==> config.mk <==
export PLATFORM = sky130hd
export DESIGN_NAME = oclib_csr_to_bc_flat
export DESIGN_NICKNAME = d
export VERILOG_FILES = /design/src/rtl/oclib_csr_to_bc_pkg.sv /design/src/rtl/oclib_csr_to_bc_if.sv /design/src/rtl/oclib_words_to_bc_bidi.sv /design/src/rtl/oclib_csr_to_bc.sv /design/src/flat_wrapper.sv
export SDC_FILE = /design/constraint.sdc
export NUM_CORES = 1
export LEC_CHECK = 0
export BUFFER_PORTS_ARGS = -buffer_cell sky130_fd_sc_hd__buf_2
export CAP_MARGIN = 20
export CORE_ASPECT_RATIO = 0.6
export CORE_MARGIN = 5
export CORE_UTILIZATION = 50
export CTS_BUF_LIST = sky130_fd_sc_hd__clkbuf_4
export CTS_CLUSTER_DIAMETER = 200
export DETAILED_ROUTE_END_ITERATION = 8
export PLACE_DENSITY_LB_ADDON = 0.3
export SLEW_MARGIN = 10
export SYNTH_ARGS = -nofsm -noshare
export SYNTH_HDL_FRONTEND = slang
export SYNTH_SLANG_ARGS = --single-unit
==> constraint.sdc <==
create_clock -name clock -period 5.1 [get_ports clock]
set_input_delay 1.02 -clock clock [delete_from_list [all_inputs] [get_ports clock]]
set_output_delay 1.02 -clock clock [all_outputs]
set_load 0.02 [all_outputs]
==> src/rtl/oclib_csr_to_bc_pkg.sv <==
// Shared types and helpers for the CSR-to-byte-channel initiator bridge.
// OCLIB_CSR_TO_BC_TIMEOUT_EN adds the DRAIN state used by the response timeout.
package oclib_csr_to_bc_pkg;

   localparam int unsigned CsrAddrWidth = 32;
   localparam int unsigned CsrDataWidth = 32;

   // Request vector layout on the wire, LSB first: write, read, address, wdata.
   typedef struct packed {
      logic [CsrDataWidth-1:0] wdata;
      logic [CsrAddrWidth-1:0] address;
      logic                    read;
      logic                    write;
   } csr_bc_req_s;

   // Response vector layout on the wire, LSB first: ready, error, rdata.
   typedef struct packed {
      logic [CsrDataWidth-1:0] rdata;
      logic                    error;
      logic                    ready;
   } csr_bc_rsp_s;

   function automatic int unsigned bytes_for_bits(input int unsigned bits);
      return (bits + 7) / 8;
   endfunction

   typedef enum logic [2:0] {
      ST_IDLE,
      ST_SEND,
      ST_RECV,
      ST_DONE,
      ST_HOLD
`ifdef OCLIB_CSR_TO_BC_TIMEOUT_EN
      , ST_DRAIN
`endif
   } csr_bc_state_e;

endpackage

==> src/rtl/oclib_csr_to_bc_if.sv <==
// CSR request/feedback plus both byte-channel lanes of the initiator bridge.
interface oclib_csr_to_bc_if #(
   parameter int unsigned AddressWidth = 32,
   parameter int unsigned DataWidth    = 32
);
   logic                    csrRead;
   logic                    csrWrite;
   logic [AddressWidth-1:0] csrAddress;
   logic [DataWidth-1:0]    csrWriteData;
   logic                    csrFbReady;
   logic                    csrFbError;
   logic [DataWidth-1:0]    csrFbReadData;
   logic [7:0]              bcOutData;
   logic                    bcOutValid;
   logic                    bcOutReady;
   logic [7:0]              bcInData;
   logic                    bcInValid;
   logic                    bcInReady;

   modport slave (
      input  csrRead, csrWrite, csrAddress, csrWriteData, bcOutReady, bcInData, bcInValid,
      output csrFbReady, csrFbError, csrFbReadData, bcOutData, bcOutValid, bcInReady
   );

   modport master (
      output csrRead, csrWrite, csrAddress, csrWriteData, bcOutReady, bcInData, bcInValid,
      input  csrFbReady, csrFbError, csrFbReadData, bcOutData, bcOutValid, bcInReady
   );
endinterface

==> src/rtl/oclib_words_to_bc_bidi.sv <==
// Word-to-byte serializer followed by byte-to-word deserializer, LSB first.
// A new word is accepted only once the previous response has been collected.
module oclib_words_to_bc_bidi
   import oclib_csr_to_bc_pkg::*;
#(
   parameter int unsigned TxBits = 66,
   parameter int unsigned RxBits = 34
) (
   input  logic              clock,
   input  logic              resetN,
   input  logic [TxBits-1:0] tx_word,
   input  logic              tx_valid,
   output logic              tx_ready_c,
   output logic              tx_done_c,
   output logic [RxBits-1:0] rx_word,
   output logic              rx_valid_c,
   output logic [7:0]        bc_out_data,
   output logic              bc_out_valid,
   input  logic              bc_out_ready,
   input  logic [7:0]        bc_in_data,
   input  logic              bc_in_valid,
   output logic              bc_in_ready
);
   localparam int unsigned TxBytes = bytes_for_bits(TxBits);
   localparam int unsigned RxBytes = bytes_for_bits(RxBits);
   localparam int unsigned TxPad   = TxBytes * 8;
   localparam int unsigned TxCntW  = $clog2(TxBytes + 1);
   localparam int unsigned RxCntW  = $clog2(RxBytes + 1);

   logic [TxPad-1:0]  tx_shift_q, tx_shift_d;
   logic [TxCntW-1:0] tx_cnt_q, tx_cnt_d;
   logic [RxCntW-1:0] rx_cnt_q, rx_cnt_d;
   logic [RxBits-1:0] rx_word_q, rx_word_d;
   logic              tx_busy_q, tx_busy_d;
   logic              rx_busy_q, rx_busy_d;
   logic              tx_fire_c, rx_fire_c;

   assign tx_fire_c = tx_busy_q & bc_out_ready;
   assign rx_fire_c = rx_busy_q & bc_in_valid;

   always_comb begin
      tx_shift_d = tx_shift_q;
      tx_cnt_d   = tx_cnt_q;
      tx_busy_d  = tx_busy_q;
      rx_cnt_d   = rx_cnt_q;
      rx_word_d  = rx_word_q;
      rx_busy_d  = rx_busy_q;
      tx_ready_c = !tx_busy_q && !rx_busy_q;
      tx_done_c  = tx_fire_c && (tx_cnt_q == TxCntW'(TxBytes - 1));
      rx_valid_c = rx_fire_c && (rx_cnt_q == RxCntW'(RxBytes - 1));

      if (tx_valid && tx_ready_c) begin
         tx_shift_d = TxPad'(tx_word);
         tx_cnt_d   = '0;
         tx_busy_d  = 1'b1;
      end

      if (tx_fire_c) begin
         tx_shift_d = {8'h00, tx_shift_q[TxPad-1:8]};
         tx_cnt_d   = tx_cnt_q + TxCntW'(1);
         if (tx_done_c) begin
            tx_busy_d = 1'b0;
            rx_busy_d = 1'b1;
            rx_cnt_d  = '0;
         end
      end

      // Drop each incoming byte into its lane; bits past RxBits are padding.
      if (rx_fire_c) begin
         for (int b = 0; b < int'(RxBits); b++) begin
            if (RxCntW'(b / 8) == rx_cnt_q) rx_word_d[b] = bc_in_data[b % 8];
         end
         rx_cnt_d = rx_cnt_q + RxCntW'(1);
         if (rx_valid_c) rx_busy_d = 1'b0;
      end
   end

   always_ff @(posedge clock or negedge resetN) begin
      if (!resetN) begin
         tx_shift_q <= '0;
         tx_cnt_q   <= '0;
         tx_busy_q  <= 1'b0;
         rx_cnt_q   <= '0;
         rx_word_q  <= '0;
         rx_busy_q  <= 1'b0;
      end else begin
         tx_shift_q <= tx_shift_d;
         tx_cnt_q   <= tx_cnt_d;
         tx_busy_q  <= tx_busy_d;
         rx_cnt_q   <= rx_cnt_d;
         rx_word_q  <= rx_word_d;
         rx_busy_q  <= rx_busy_d;
      end
   end

   assign bc_out_data  = tx_shift_q[7:0];
   assign bc_out_valid = tx_busy_q;
   assign bc_in_ready  = rx_busy_q;
   assign rx_word      = rx_word_q;

endmodule

==> src/rtl/oclib_csr_to_bc.sv <==
// CSR slave to bidirectional byte-channel bridge (initiator side).
// Define OCLIB_CSR_TO_BC_TIMEOUT_EN to bound the wait for a response.
module oclib_csr_to_bc
   import oclib_csr_to_bc_pkg::*;
#(
   parameter int unsigned AddressWidth = 32,
   parameter int unsigned DataWidth    = 32
`ifdef OCLIB_CSR_TO_BC_TIMEOUT_EN
   , parameter int unsigned TimeoutCycles = 4096
`endif
) (
   input  logic               clock,
   input  logic               resetN,
   oclib_csr_to_bc_if.slave   bus
);
   localparam int unsigned ReqBits = 2 + AddressWidth + DataWidth;
   localparam int unsigned RspBits = 2 + DataWidth;

   csr_bc_state_e        state_q, state_d;
   logic                 fb_ready_q, fb_ready_d;
   logic                 fb_error_q, fb_error_d;
   logic [DataWidth-1:0] fb_rdata_q, fb_rdata_d;
   logic [RspBits-1:0]   rsp_word;
   logic                 any_req_c, one_req_c, both_req_c;
   logic                 tx_valid_c, tx_ready_c, tx_done_c, rx_valid_c;

   assign any_req_c  = bus.csrRead | bus.csrWrite;
   assign one_req_c  = bus.csrRead ^ bus.csrWrite;
   assign both_req_c = bus.csrRead & bus.csrWrite;
   assign tx_valid_c = (state_q == ST_IDLE) && one_req_c;

   oclib_words_to_bc_bidi #(
      .TxBits (ReqBits),
      .RxBits (RspBits)
   ) u_bidi (
      .clock        (clock),
      .resetN       (resetN),
      .tx_word      ({bus.csrWriteData, bus.csrAddress, bus.csrRead, bus.csrWrite}),
      .tx_valid     (tx_valid_c),
      .tx_ready_c   (tx_ready_c),
      .tx_done_c    (tx_done_c),
      .rx_word      (rsp_word),
      .rx_valid_c   (rx_valid_c),
      .bc_out_data  (bus.bcOutData),
      .bc_out_valid (bus.bcOutValid),
      .bc_out_ready (bus.bcOutReady),
      .bc_in_data   (bus.bcInData),
      .bc_in_valid  (bus.bcInValid),
      .bc_in_ready  (bus.bcInReady)
   );

`ifdef OCLIB_CSR_TO_BC_TIMEOUT_EN
   // Idle-cycle counter in RECV; any received byte restarts it.
   localparam int unsigned TimerW = $clog2(TimeoutCycles + 1);
   logic [TimerW-1:0] timer_q, timer_d;
   logic              rx_byte_c, timeout_c;

   assign rx_byte_c = bus.bcInValid & bus.bcInReady;
   assign timeout_c = (state_q == ST_RECV) && !rx_byte_c &&
                      (timer_q == TimerW'(TimeoutCycles - 1));

   always_comb begin
      timer_d = '0;
      if ((state_q == ST_RECV) && !rx_byte_c) timer_d = timer_q + TimerW'(1);
   end

   always_ff @(posedge clock or negedge resetN) begin
      if (!resetN) timer_q <= '0;
      else         timer_q <= timer_d;
   end
`endif

   always_comb begin
      state_d    = state_q;
      fb_ready_d = 1'b0;
      fb_error_d = 1'b0;
      fb_rdata_d = '0;
      case (state_q)
         ST_IDLE: begin
            if (both_req_c) begin
               fb_ready_d = 1'b1;
               fb_error_d = 1'b1;
               state_d    = ST_HOLD;
            end else if (one_req_c && tx_ready_c) begin
               state_d = ST_SEND;
            end
         end
         ST_SEND: if (tx_done_c) state_d = ST_RECV;
         ST_RECV: begin
            if (rx_valid_c) state_d = ST_DONE;
`ifdef OCLIB_CSR_TO_BC_TIMEOUT_EN
            else if (timeout_c) begin
               fb_ready_d = 1'b1;
               fb_error_d = 1'b1;
               state_d    = ST_DRAIN;
            end
`endif
         end
         // A response without its ready bit is a protocol error.
         ST_DONE: begin
            fb_ready_d = 1'b1;
            fb_error_d = rsp_word[1] | ~rsp_word[0];
            fb_rdata_d = rsp_word[RspBits-1:2];
            state_d    = ST_HOLD;
         end
         ST_HOLD: if (!any_req_c) state_d = ST_IDLE;
`ifdef OCLIB_CSR_TO_BC_TIMEOUT_EN
         ST_DRAIN: if (rx_valid_c) state_d = any_req_c ? ST_HOLD : ST_IDLE;
`endif
         default: state_d = ST_IDLE;
      endcase
   end

   always_ff @(posedge clock or negedge resetN) begin
      if (!resetN) begin
         state_q    <= ST_IDLE;
         fb_ready_q <= 1'b0;
         fb_error_q <= 1'b0;
         fb_rdata_q <= '0;
      end else begin
         state_q    <= state_d;
         fb_ready_q <= fb_ready_d;
         fb_error_q <= fb_error_d;
         fb_rdata_q <= fb_rdata_d;
      end
   end

   assign bus.csrFbReady    = fb_ready_q;
   assign bus.csrFbError    = fb_error_q;
   assign bus.csrFbReadData = fb_rdata_q;

endmodule

==> src/flat_wrapper.sv <==
// flat-port wrapper written by rule: the top's interface ports become plain ports
module oclib_csr_to_bc_flat import oclib_csr_to_bc_pkg::*;
#(
   parameter int unsigned AddressWidth = 32,
   parameter int unsigned DataWidth    = 32

)
  (clock, resetN, bus_csrRead, bus_csrWrite, bus_csrAddress, bus_csrWriteData, bus_bcOutReady, bus_bcInData, bus_bcInValid, bus_csrFbReady, bus_csrFbError, bus_csrFbReadData, bus_bcOutData, bus_bcOutValid, bus_bcInReady);
  oclib_csr_to_bc_if #(.AddressWidth(AddressWidth), .DataWidth(DataWidth)) bus_i ();
  input  logic clock;
  input  logic resetN;
  input wire logic [$bits(bus_i.csrRead)-1:0] bus_csrRead;
  input wire logic [$bits(bus_i.csrWrite)-1:0] bus_csrWrite;
  input wire logic [$bits(bus_i.csrAddress)-1:0] bus_csrAddress;
  input wire logic [$bits(bus_i.csrWriteData)-1:0] bus_csrWriteData;
  input wire logic [$bits(bus_i.bcOutReady)-1:0] bus_bcOutReady;
  input wire logic [$bits(bus_i.bcInData)-1:0] bus_bcInData;
  input wire logic [$bits(bus_i.bcInValid)-1:0] bus_bcInValid;
  output wire logic [$bits(bus_i.csrFbReady)-1:0] bus_csrFbReady;
  output wire logic [$bits(bus_i.csrFbError)-1:0] bus_csrFbError;
  output wire logic [$bits(bus_i.csrFbReadData)-1:0] bus_csrFbReadData;
  output wire logic [$bits(bus_i.bcOutData)-1:0] bus_bcOutData;
  output wire logic [$bits(bus_i.bcOutValid)-1:0] bus_bcOutValid;
  output wire logic [$bits(bus_i.bcInReady)-1:0] bus_bcInReady;
  assign bus_i.csrRead = bus_csrRead;
  assign bus_i.csrWrite = bus_csrWrite;
  assign bus_i.csrAddress = bus_csrAddress;
  assign bus_i.csrWriteData = bus_csrWriteData;
  assign bus_i.bcOutReady = bus_bcOutReady;
  assign bus_i.bcInData = bus_bcInData;
  assign bus_i.bcInValid = bus_bcInValid;
  assign bus_csrFbReady = bus_i.csrFbReady;
  assign bus_csrFbError = bus_i.csrFbError;
  assign bus_csrFbReadData = bus_i.csrFbReadData;
  assign bus_bcOutData = bus_i.bcOutData;
  assign bus_bcOutValid = bus_i.bcOutValid;
  assign bus_bcInReady = bus_i.bcInReady;
  oclib_csr_to_bc #(.AddressWidth(AddressWidth), .DataWidth(DataWidth)) u_core (.clock(clock), .resetN(resetN), .bus(bus_i));
endmodule
==> impl_metrics.env, run 1 <==
export IMPL_synth_compound_area_share_pct=7.16
export IMPL_worstMarginPinSlew_ps=816
export IMPL_grt_use_total_pct=18.6
export IMPL_n_antenna_cell=0
export IMPL_grt_overflow_total=0
export IMPL_cts_buffers=17
export IMPL_core_area_um2=12100
export IMPL_rr_worst_depth=5
export IMPL_synthCells=532
export IMPL_syn_to_final_growth_pct=15.4
export IMPL_synthXorXnorAreaFrac_pct=0.142
export IMPL_dp_worst_setup_slack_ps=1670
export IMPL_yosysMostFrequentCell="dfrtp_1"
export IMPL_worst_setup_path_end_kind="flop"
export IMPL_num_rows=31
export IMPL_cts_tree="yes"
export IMPL_finalHoldViolCount=0
export IMPL_totalPowerFinal_mw=3.19
export IMPL_skew_ps=24.4
export IMPL_ys_top_cells_by_area="dfrtp_1 59%, mux2i_1 9.6%, mux2_2 5.9%"
export IMPL_drt_wl_total_um=12900
export IMPL_fin_crit_sh_pct=57.0
export IMPL_start_kind="input port"
export IMPL_layout_drive_gt1_share_pct=29.8
export IMPL_min_period_ps=2910
export IMPL_ir_worst_vdd_v=0.000294
export IMPL_relSlewSlack_pct=45.6
export IMPL_maxCapViolCount=0
export IMPL_synth_top_area_share_pct=59.4
export IMPL_fmax_mhz=344
export IMPL_initial_core_util_pct=51.0
export IMPL_status="completed"
export IMPL_arrival_ps=3270
export IMPL_post_drt_wl_per_cell_um=15.8
export IMPL_die_h_um=95.9
export IMPL_synth_top_family_by_area="multiplexers"
export IMPL_first_pass_iters=4
export IMPL_cts_buffer_depth=2
export IMPL_die_area_um2=14700
export IMPL_final_setup_worst_slack_ps=2190
export IMPL_ys_seq_area_share_pct=59.4
export IMPL_synth_distinct_cells=36
export IMPL_ys_warn_count=0
export IMPL_gp_congestion=0.767
export IMPL_synth_fa_ha_area_share_pct=1.83
export IMPL_powerDensity_nw_per_um2=449
export IMPL_post_dp_cell_area_um2=6790
export IMPL_tns_ps=0
export IMPL_cp_max_fo=42
export IMPL_synthSimpleGateAreaFrac_pct=11.9
export IMPL_die_width_um=153
export IMPL_cts_hold_buf=0
export IMPL_cts_htree_levels=4
export IMPL_synth_area_per_cell_um2=11.6
export IMPL_synth_edf_count=0
export IMPL_post_drt_via_cell_ratio=5.01
export IMPL_yosys_area_top_type="dfrtp_1"
export IMPL_cts_resized=0
export IMPL_leakage_nw=3.91
export IMPL_nets=726
export IMPL_synth_net_count=619
export IMPL_ant_nets=0
export IMPL_synth_ff_type="dfrtp_1"
export IMPL_synth_seq_cells=146
export IMPL_synthMuxAreaShare_pct=15.5
export IMPL_maxSlewViolCount=0
export IMPL_grt_pass1_vias=4308
export IMPL_cp_data_required_time_ps=5460
export IMPL_cts_root_buf="clkbuf_4"
export IMPL_grt_first_pass_wirelength_um=21600
export IMPL_vias=4097
export IMPL_portBuffers=121
export IMPL_hp_class="in2async"
export IMPL_rsz0062_at_grt="false"
export IMPL_grt_max_degree=117
export IMPL_post_cts_repair_setup_buffers=0
export IMPL_postLayoutCellArea_um2=7100
export IMPL_drc=0
export IMPL_clock_sinks=146
export IMPL_async_flop_share_pct=100
export IMPL_path_clk_slew_ps=120
export IMPL_synth_area_um2=6150
export IMPL_setup_viol=0
export IMPL_drt_iter0_markers=198
export IMPL_clk_latency_ps=510
export IMPL_ios=122
export IMPL_critPathKind="in2reg"
export IMPL_dp_hpwl_um=9140
export IMPL_synth_common_cells="146 x dfrtp_1, 90 x nand2_1, 59 x mux2i_1"
export IMPL_antenna_found_initial=0
-- logic make-up (layout without fill, tap and decap cells) --
family,Yosys count,after routing
buffers and inverters,49,169
flip-flops,146,146
XOR/XNOR,1,1
AO/OA/AOI/OAI,83,83
AND/OR/NAND/NOR,153,153
multiplexers,91,91
adder cells (fa/ha/maj),9,9
-- critical path, stage by stage --
cell      delay [ps]
buf_2            100
inv_1             40
ha_1             270
or3b_4           390
nand3b_4         610
buf_4            520
mux2i_1          210
o21ai_1           80
-- registers in the layout (all words and copies together), names as in the netlist --
name                        flops
u_core.u_bidi.tx_shift_q       66
u_core.u_bidi.rx_word          34
u_core.bus.csrFbReadData       32
u_core.u_bidi.tx_cnt_q          4
u_core.state_q                  3
u_core.u_bidi.rx_cnt_q          3
u_core.bus.csrFbError           1
u_core.bus.csrFbReady           1
u_core.u_bidi.bc_in_ready       1
u_core.u_bidi.bc_out_valid      1
-- area by class of cell --
class	count	area (um2)
fill	1030	4970
sequential	146	3650
multi-input combinational	337	2250
timing repair buffer	127	684
tap	165	206
clock buffer	18	135
clock inverter	14	129
inverter	10	37.5
-- cell usage in the layout, fill, tap and decap left out, drive strengths merged, types with 8 or more instances in the layout --
cell type,instances
a21oi,12
and2,33
buf,127
clkbuf,18
clkinv,8
dfrtp,146
ha,9
inv,15
mux2,32
mux2i,59
nand2,90
nor2,11
o21ai,62
-- report_power, final --
part / internal [mW] / total [mW] / switching (mW) / leakage, nW
clock: 0.255 / 0.684 / 0.428 / 0.149
sequential: 1.48 / 1.69 / 0.209 / 1.96
combinational: 0.365 / 0.808 / 0.443 / 1.80
-- per-layer routing --
layer  up-vias  GRT usage, %  routed length, um
met3         8          4.94                692
li1       2009             -                  -
met2        87          29.0               5950
met1      1993          26.2               6190
met5         -             0                  0
met4         0          5.11                103
-- stage by stage --
stage / util (%) / hold WS [ps] / cells
after global placement: 56.3 / 453 / 783
final: 58.8 / 357 / 817
after floorplan: - / 437 / 532
after CTS: 58.5 / 489 / 815
after detailed placement: 56.3 / 464 / 783
after global routing: 58.8 / 309 / 817
-- worst paths after layout --
check                                            from                      endpoint  slack, ps
max in group asynchronous                      resetN  u_core.u_bidi.tx_shift_q[47]       3570
setup reg to reg           u_core.u_bidi.bc_out_valid   u_core.u_bidi.tx_shift_q[1]       2610
min in group clock          u_core.u_bidi.rx_word[14]  u_core.bus.csrFbReadData[12]        490
hold / removal                                 resetN     u_core.u_bidi.rx_word[14]        360
hold reg to reg             u_core.u_bidi.rx_word[14]  u_core.bus.csrFbReadData[12]        490
setup / recovery                         bus_csrWrite   u_core.u_bidi.tx_shift_q[1]       2190
Power figures use the tool's default switching activity.
==> run 2: changes to the inputs <==
==> constraint.sdc (replaced) <==
create_clock -name clock -period 2.35 [get_ports clock]
set_input_delay 0.47 -clock clock [delete_from_list [all_inputs] [get_ports clock]]
set_output_delay 0.47 -clock clock [all_outputs]
set_load 0.02 [all_outputs]
==> impl_metrics.env, run 2 (same netlist as run 1, synthesis figures left out) <==
export IMPL_critPathKind="reg2reg"
export IMPL_met3_usage_pct=5.17
export IMPL_clock_sinks=146
export IMPL_post_drt_via_cell_ratio=5.03
export IMPL_dp_hpwl_um=9290
export IMPL_tns_ps=0
export IMPL_path_clk_slew_ps=120
export IMPL_die_width_um=153
export IMPL_maxCapViolCount=0
export IMPL_hp_class="in2reg"
export IMPL_use_met1_pct=27.3
export IMPL_die_area_um2=14700
export IMPL_core_area_um2=12100
export IMPL_finalHoldViolCount=0
export IMPL_min_period_ps=1820
export IMPL_gp_congestion=0.776
export IMPL_drc=0
export IMPL_n_antenna_cell=0
export IMPL_grt_overflow_total=0
export IMPL_skew_ps=16.8
export IMPL_relSlewSlack_pct=63.7
export IMPL_post_drt_wl_per_cell_um=16.0
export IMPL_grt_pass1_vias=4289
export IMPL_internal_power_mw=4.57
export IMPL_initial_core_util_pct=51.0
export IMPL_cts_htree_levels=4
export IMPL_grt_use_total_pct=18.9
export IMPL_hp_start="bus_csrWriteData[29]"
export IMPL_totalPowerFinal_mw=6.87
export IMPL_ir_worst_vdd_v=0.000496
export IMPL_rsz0062_at_grt="false"
export IMPL_top_register="u_core.u_bidi.tx_shift_q"
export IMPL_cts_resized=0
export IMPL_cts_buffers=17
export IMPL_ant_nets=0
export IMPL_grt_max_degree=131
export IMPL_post_route_util_pct=59.0
export IMPL_netSwitchingFraction_pct=33.5
export IMPL_fin_crit_sh_pct=77.5
export IMPL_final_common_cell="dfrtp_1"
export IMPL_timing_hold_ws_ps=165
export IMPL_maxSlewViolCount=0
export IMPL_first_pass_iters=5
export IMPL_syn_to_final_growth_pct=15.7
export IMPL_fmax_mhz=549
export IMPL_grt_util_met2_pct=28.6
export IMPL_cts_tree="yes"
export IMPL_worst_setup_path_end_kind="flop"
export IMPL_clk_latency_ps=520
export IMPL_cts_root_buf="clkbuf_4"
export IMPL_seqPwrFrac_pct=53.3
export IMPL_setup_viol=0
export IMPL_cts_buffer_depth=2
export IMPL_antenna_found_initial=0
export IMPL_p_comb_share_pct=25.9
export IMPL_startpoint="u_core.u_bidi.bc_in_ready"
export IMPL_leakage_nw=3.91
export IMPL_largest_register_ffs=66
export IMPL_worstMarginPinSlew_ps=543
export IMPL_grt_busiest_layer="met2"
export IMPL_layout_drive_gt1_share_pct=29.5
export IMPL_layout_common_cells="146 x dfrtp_1, 120 x buf_2, 90 x nand2_1"
export IMPL_nets=728
export IMPL_powerDensity_nw_per_um2=965
export IMPL_ios=122
export IMPL_p_switching_mw=2.31
export IMPL_die_h_um=95.9
export IMPL_p_clk_share_pct=20.8
export IMPL_num_rows=31
export IMPL_cp_data_required_time_ps=2730
export IMPL_drt_wl_total_um=13100
export IMPL_vias=4123
export IMPL_start_kind="flop"
export IMPL_grt_first_pass_wirelength_um=21900
export IMPL_drt_iter0_markers=191
export IMPL_portBuffers=121
export IMPL_arrival_ps=2200
export IMPL_r2r_start="u_core.u_bidi.bc_in_ready"
export IMPL_status="completed"
export IMPL_cp_max_fo=23
## run 2: worst max-delay path: stages (launching register included)
cell and delay [ps]:
dfrtp_1 500, or3b_4 430, nand3b_4 180, buf_4 270
mux2i_1 200, o21ai_0 100
## run 2: cell type report
class / count / area [um2]
Clock buffer: 18 / 135
Timing Repair Buffer: 129 / 724
Tap cell: 165 / 206
Clock inverter: 14 / 115
Multi-Input combinational cell: 337 / 2250
Fill cell: 1034 / 4940
Sequential cell: 146 / 3650
Inverter: 10 / 37.5
## run 2: worst paths after layout
kind | end | slack, ps | cells after the start
worst max register to register | u_core.u_bidi.tx_shift_q[22] | 530 | 5
max in group asynchronous | u_core.u_bidi.tx_shift_q[24] | 1280 | 3
min in group asynchronous | u_core.u_bidi.rx_word[14] | 410 | 2
worst min-delay path | u_core.u_bidi.tx_shift_q[63] | 170 | 3
worst min register to register | u_core.bus.csrFbReadData[16] | 490 | 1
worst max-delay path | u_core.u_bidi.tx_shift_q[22] | 530 | 5
## run 2: repair_timing
action	in CTS	in global routing
hold endpoints to repair	41	0
setup buffers	0	0
hold buffers	1	0
## run 2: power by group through the flow
stage	clock [mW]	combinational (mW)	sequential, mW
final	1.43	1.78	3.66
after global routing	1.61	2.02	3.76
after CTS	1.48	1.81	3.66
after detailed placement	0	1.81	3.71
after global placement	0	1.70	3.67
after floorplan	0	1.44	3.56
## run 2: metal layers
| metal | wire [um] | up-vias |
|---|---|---|
| li1 | - | 2014 |
| met1 | 6440 | 2004 |
| met2 | 5940 | 97 |
| met3 | 654 | 8 |
| met4 | 93 | 0 |
| met5 | 0 | - |
## run 2: through the flow
stage	area, um2	worst slack (ps)	std cells
3_5_place_dp	6860	104	786
3_3_place_gp	6860	213	786
2_1_floorplan	6150	412	532
5_1_grt	7120	420	819
4_1_cts	7120	526	819
6_report	7120	528	819
